===== config.mk =====
export PLATFORM = sky130hd
export DESIGN_NAME = pi_digit_reader
export DESIGN_NICKNAME = d
export VERILOG_FILES = /design/src/rtl/pi_digit_reader.sv
export SDC_FILE = /design/constraint.sdc
export NUM_CORES = 1
export LEC_CHECK = 0
export ABC_AREA = 1
export BUFFER_PORTS_ARGS = -buffer_cell sky130_fd_sc_hd__buf_2
export CAP_MARGIN = 20
export CORE_ASPECT_RATIO = 0.8
export CORE_UTILIZATION = 30
export DETAILED_ROUTE_END_ITERATION = 6
export SETUP_SLACK_MARGIN = 0.2
export SLEW_MARGIN = 20
export SYNTH_ARGS = -nofsm -noshare
export SYNTH_HDL_FRONTEND = slang
export SYNTH_SLANG_ARGS = --single-unit

===== constraint.sdc =====
create_clock -name clk -period 1.91 [get_ports clk]
set_input_delay 0.2865 -clock clk [delete_from_list [all_inputs] [get_ports clk]]
set_output_delay 0.2865 -clock clk [all_outputs]
set_load 0.1 [all_outputs]

===== src/rtl/pi_digit_reader.sv =====
// pi_digit_reader
// Host-side reader for the pi digit ROM tile. It loads a 9-bit start index
// into the ROM in two serial beats, then steps the ROM one index at a time
// and samples its 7-segment output. Each pattern is decoded back to a hex
// nibble, and the nibbles are packed two to a byte on a valid/ready stream.
//
// Ports
//   clk, reset             clock; synchronous active-high reset
//   start                  one-cycle run request, honoured only when idle
//   start_index[8:0]       first ROM index to read
//   digit_count[9:0]       number of digits to read (0..512)
//   busy, done             run in progress / one-cycle end-of-run pulse
//   rom_in[7:0]            ROM io_in: [7:3] index chunk, [2] stream, [1] ROM reset
//   seg_in[7:0]            ROM io_out: [6:0] = gfedcba, [7] unused
//   out_data/valid/ready   packed digit bytes, first digit in [7:4]
//   out_last               marks the final byte of a run
//   seg_err                sticky flag for an unrecognised segment pattern
module pi_digit_reader #(
    parameter int SETTLE = 3
) (
    input  logic       clk,
    input  logic       reset,
    input  logic       start,
    input  logic [8:0] start_index,
    input  logic [9:0] digit_count,
    output logic       busy,
    output logic       done,
    output logic [7:0] rom_in,
    input  logic [7:0] seg_in,
    output logic [7:0] out_data,
    output logic       out_valid,
    input  logic       out_ready,
    output logic       out_last,
    output logic       seg_err
);

    localparam int WCW = $clog2(SETTLE);

    typedef enum logic [2:0] {
        IDLE,
        LOAD_A,
        LOAD_B,
        WAIT,
        CAPTURE,
        STEP,
        OUT,
        DONE
    } state_t;

    state_t     state, state_next;
    logic [WCW-1:0] wait_cnt, wait_cnt_next;
    logic [8:0] idx_q, idx_next;
    logic [9:0] rem_q, rem_next;
    logic [6:0] seg_sample, seg_sample_next;
    logic [3:0] nib_hi, nib_hi_next;
    logic       have_hi, have_hi_next;
    logic [7:0] out_data_next;
    logic       out_valid_next, out_last_next, seg_err_next;
    logic       busy_next, done_next;
    logic [7:0] rom_in_next;
    logic [4:0] dec;

    // Bit 7 of the ROM output carries nothing the reader decodes.
    logic unused_seg_msb;
    assign unused_seg_msb = seg_in[7];

    // Segment pattern to {error, nibble}; unknown patterns read as 0 with error.
    function automatic logic [4:0] decode_seg(input logic [6:0] s);
        case (s)
            7'h3F:   decode_seg = 5'h00;
            7'h06:   decode_seg = 5'h01;
            7'h5B:   decode_seg = 5'h02;
            7'h4F:   decode_seg = 5'h03;
            7'h66:   decode_seg = 5'h04;
            7'h6D:   decode_seg = 5'h05;
            7'h7D:   decode_seg = 5'h06;
            7'h07:   decode_seg = 5'h07;
            7'h7F:   decode_seg = 5'h08;
            7'h6F:   decode_seg = 5'h09;
            7'h77:   decode_seg = 5'h0A;
            7'h7C:   decode_seg = 5'h0B;
            7'h39:   decode_seg = 5'h0C;
            7'h5E:   decode_seg = 5'h0D;
            7'h79:   decode_seg = 5'h0E;
            7'h71:   decode_seg = 5'h0F;
            default: decode_seg = 5'h10;
        endcase
    endfunction

    // State register and every output register. All outputs come from here,
    // so nothing the ROM or the consumer sees is combinational.
    always_ff @(posedge clk) begin
        if (reset) begin
            state      <= IDLE;
            wait_cnt   <= '0;
            idx_q      <= '0;
            rem_q      <= '0;
            seg_sample <= '0;
            nib_hi     <= '0;
            have_hi    <= 1'b0;
            out_data   <= '0;
            out_valid  <= 1'b0;
            out_last   <= 1'b0;
            seg_err    <= 1'b0;
            busy       <= 1'b0;
            done       <= 1'b0;
            rom_in     <= '0;
        end else begin
            state      <= state_next;
            wait_cnt   <= wait_cnt_next;
            idx_q      <= idx_next;
            rem_q      <= rem_next;
            seg_sample <= seg_sample_next;
            nib_hi     <= nib_hi_next;
            have_hi    <= have_hi_next;
            out_data   <= out_data_next;
            out_valid  <= out_valid_next;
            out_last   <= out_last_next;
            seg_err    <= seg_err_next;
            busy       <= busy_next;
            done       <= done_next;
            rom_in     <= rom_in_next;
        end
    end

    // Next-state and next-output logic.
    always_comb begin
        state_next      = state;
        wait_cnt_next   = wait_cnt;
        idx_next        = idx_q;
        rem_next        = rem_q;
        seg_sample_next = seg_sample;
        nib_hi_next     = nib_hi;
        have_hi_next    = have_hi;
        out_data_next   = out_data;
        out_valid_next  = out_valid;
        out_last_next   = out_last;
        seg_err_next    = seg_err;
        dec             = decode_seg(seg_sample);

        case (state)
            IDLE: begin
                if (start) begin
                    idx_next     = start_index;
                    rem_next     = digit_count;
                    seg_err_next = 1'b0;
                    have_hi_next = 1'b0;
                    state_next   = (digit_count == 10'd0) ? DONE : LOAD_A;
                end
            end
            LOAD_A: state_next = LOAD_B;
            LOAD_B: begin
                wait_cnt_next = '0;
                state_next    = WAIT;
            end
            // The count starts when the stream/reset control drops, so the
            // sample lands SETTLE clocks after that registered change.
            WAIT: begin
                if (wait_cnt == WCW'(SETTLE - 1)) begin
                    seg_sample_next = seg_in[6:0];
                    state_next      = CAPTURE;
                end else begin
                    wait_cnt_next = wait_cnt + WCW'(1);
                end
            end
            CAPTURE: begin
                rem_next = rem_q - 10'd1;
                if (dec[4]) begin
                    seg_err_next = 1'b1;
                end
                if (have_hi) begin
                    out_data_next  = {nib_hi, dec[3:0]};
                    out_valid_next = 1'b1;
                    out_last_next  = (rem_q == 10'd1);
                    have_hi_next   = 1'b0;
                    state_next     = OUT;
                end else if (rem_q == 10'd1) begin
                    // Odd count: the lone final digit goes out with a zero pad.
                    out_data_next  = {dec[3:0], 4'h0};
                    out_valid_next = 1'b1;
                    out_last_next  = 1'b1;
                    state_next     = OUT;
                end else begin
                    nib_hi_next  = dec[3:0];
                    have_hi_next = 1'b1;
                    state_next   = STEP;
                end
            end
            STEP: begin
                wait_cnt_next = '0;
                state_next    = WAIT;
            end
            OUT: begin
                if (out_ready) begin
                    out_valid_next = 1'b0;
                    out_last_next  = 1'b0;
                    state_next     = (rem_q == 10'd0) ? DONE : STEP;
                end
            end
            DONE:    state_next = IDLE;
            default: state_next = IDLE;
        endcase

        // done trails the DONE state by one clock; busy covers the whole run.
        busy_next = (state_next != IDLE);
        done_next = (state == DONE);

        // The two load beats shift the index in 5 bits at a time from the top:
        // the first beat parks S[3:0] in the upper bits, the second beat pushes
        // it down to [3:0] under S[8:4].
        case (state_next)
            LOAD_A:  rom_in_next = {idx_next[3:0], 1'b0, 3'b010};
            LOAD_B:  rom_in_next = {idx_next[8:4], 3'b010};
            STEP:    rom_in_next = 8'h04;
            default: rom_in_next = 8'h00;
        endcase
    end

endmodule


==> results.json <==
{
  "start_util_pct": 31.32,
  "track_usage_pct": 14.48,
  "syn_area_um2": 2693,
  "min_period_ns": 1.590,
  "power_density_nw_per_um2": 808.4,
  "slew_headroom_pct": 64.19,
  "grt-ovfl-total": 0,
  "maxCapViolCount": 0,
  "cpPeakStageDelay_ns": 0.35,
  "final_cell_mix": "62 x nand2_1, 53 x dfxtp_1, 49 x buf_2, 47 x inv_1, 40 x nor2_1",
  "layoutNonFillerInstCount": 541,
  "die_area_um2": 9360,
  "syn_nets": 412,
  "ys_seq_area_share_pct": 41.64,
  "syn_area_per_cell_um2": 7.142,
  "wl_um": 6426,
  "hpwlAfterDp_um": 4890,
  "yosysTopAreaCell": "dfxtp_1",
  "grt_pass1_wl_um": 10840,
  "setup_viol": 0,
  "p_leak_nw": 1.465,
  "setup_slack_ns": 0.3204,
  "yosys_warnings": 0,
  "power.total_mw": 2.603,
  "cts_root_buf": "clkbuf_8",
  "path_clk_slew_ns": 0.10,
  "fillCellCount": 908,
  "yosys.cell_types.count": 39,
  "vias_per_cell": 4.708,
  "vias": 2547,
  "slew_violations": 0,
  "post-route-period-util_pct": 83.22,
  "design_area_um2": 3219,
  "port_buffers": 49,
  "slowest_stage": "dfxtp_2",
  "ios": 52,
  "h-tree-depth": 2,
  "cp.arrival_ns": 1.83,
  "rsz0062_at_grt": "true",
  "area_growth_syn_to_layout_pct": 19.56,
  "synth_top_area_share_pct": 41.64,
  "drtPass1Iterations": 4,
  "hold_viol": 0,
  "skew_ns": 0.006914,
  "startpoint_type": "flop",
  "end_kind": "flop",
  "drive_above_1_share_pct": 21.68,
  "insertedDiodeCount": 0,
  "drc": 0,
  "dpl_worst_slack_ns": 0.2839,
  "cp_common_cell": "nand2_1",
  "crit_buf_inv": 1,
  "initialDrtViolationCount": 97,
  "die_x_um": 107.9,
  "ir_drop_v": 0.0004032,
  "worst_slew_pin_slew_ns": 0.5366,
  "finalNetCount": 463,
  "path_delay_family": "simple AND/OR/NAND/NOR gates",
  "hold_class": "in -> reg",
  "gp_routability_congestion": 0.8228,
  "max_freq_mhz": 629.1,
  "grt_max_degree": 35,
  "clk_path_buf_depth": 2,
  "cts_buffers": 5,
  "ys_top_cells_by_area": "dfxtp_1 42%, nand2_1 8.8%, inv_1 6.6%, a21oi_1 6.5%, nor2_1 6.1%",
  "status": "complete, no violations",
  "die_y_um": 86.74,
  "crit_chain": "inv_1, ha_1, nand2_1, o21bai_1, nand2_1, nand3_2, nor2_4, nand4_1, a21oi_2",
  "wire_per_inst_um": 11.88,
  "antenna_found_initial": 0,
  "dp_cells": 532,
  "yosys_register_bits": 56,
  "design.core.area_um2": 8596,
  "num_rows": 30,
  "numClockSinks": 56,
  "grt_pass1_vias": 2431,
  "cts_tree": "yes",
  "place_area_um2": 3065,
  "crit_required_ns": 2.15,
  "clk_latency_ns": 0.30,
  "final_common_cell": "nand2_1",
  "critical_path_class": "reg -> reg",
  "fin_setup_tns_ns": 0,
  "ant_nets": 0,
  "worst-path-max-fanout": 7,
  "syn_inst": 377
}
-- layer usage --
layer | vias to the layer above | routed length [µm] | global-route usage, %
met2 | 55 | 2751 | 22.09
met4 | 0 | 82 | 4.981
met1 | 1143 | 3333 | 20.26
met3 | 4 | 258 | 2.932
met5 | - | 0 | 0
li1 | 1345 | - | -
-- layout make-up --
class | count | area, µm² | share of cell area, %
clock inverter | 2 | 16.27 | 0.5052
inverter | 48 | 180.2 | 5.597
tap | 112 | 140.1 | 4.353
clock buffer | 6 | 72.57 | 2.254
timing repair buffer | 57 | 309.0 | 9.600
multi-input combinational | 260 | 1376 | 42.75
sequential | 56 | 1125 | 34.94
-- metrics by stage --
step / hold slack [ns] / utilization [%]
finish: 0.2322 / 37.45
detailed placement: 0.4553 / 35.66
global placement: 0.4555 / 35.66
global route: 0.2424 / 37.45
CTS: 0.2346 / 36.70
floorplan: 0.4419 / -
-- flip-flops by register name, summed over array words and instances, names as in the netlist, 2 cells and up --
name        cells
idx_q           9
nib_hi          4
out_data        8
rem_q          10
rom_in          7
seg_sample      7
state           3
wait_cnt        2
-- synthesized netlist by cell type --
master,number
and3_1,1
nand3_2,2
nand4_1,9
o211ai_1,4
a22o_1,1
nor2_2,2
or2_2,6
nand3_1,15
clkbuf_1,6
o21ai_1,2
o21ai_0,25
nor3b_1,1
mux2i_1,4
nor4_1,1
nor2_1,44
buf_1,1
xor2_1,1
o21bai_1,1
or2_1,5
nand2_1,63
a31oi_1,7
buf_2,4
nor2_4,1
o21a_1,2
o221ai_1,1
buf_6,1
ha_1,4
nor3_1,15
inv_2,1
o31ai_2,1
conb_1,1
a21oi_1,35
nand4_2,1
o311ai_0,1
buf_4,1
dfxtp_1,56
o22ai_1,3
nand2_2,1
inv_1,47
-- path summary, 6_finish.rpt --
path                                 start                        to  slack [ns]  cells after the start
setup / recovery     rem_q[1]$_SDFFE_PP0P_      rom_in[6]$_SDFF_PP0_        0.32                      9
hold reg to reg   out_data[0]$_SDFFE_PP0P_  out_data[0]$_SDFFE_PP0P_        0.48                      2
setup reg to reg     rem_q[1]$_SDFFE_PP0P_      rom_in[6]$_SDFF_PP0_        0.32                      9
hold / removal              start_index[5]       idx_q[5]$_SDFF_PP0_        0.23                      3
-- timing repair --
action	in CTS	in global routing
hold buffers	0	0
resized for setup	0	17
endpoints found under the setup margin	0	18
buffers inserted	0	1
-- worst register-to-register path, delay by kind of cell, from the launching register on --
family | cells | cell delay, ns
AOI/OAI and AO/OA | 2 | 0.26
adders and majority gates | 1 | 0.18
buffers and inverters | 1 | 0.07
DFF | 1 | 0.35
and+or+nand+nor | 5 | 0.68
-- report_power, final --
part           switching (mW)  internal [mW]
Sequential             0.0409           1.24
Clock                   0.384          0.262
Combinational           0.467          0.204
Total                   0.892           1.71
-- logic make-up (layout without fill, tap and decap cells) --
logic type / Yosys count / in the layout / synth area share [%]
simple gates: 167 / 167 / 28.21
flops: 56 / 56 / 41.64
buf+inv: 61 / 113 / 9.108
fa+ha+maj: 4 / 4 / 1.859
compound gates: 83 / 83 / 17.24
other cells: 1 / 1 / 0.1393
mux: 4 / 4 / 1.487
xor+xnor: 1 / 1 / 0.3253
No activity file was read; power rests on OpenSTA's default activity.
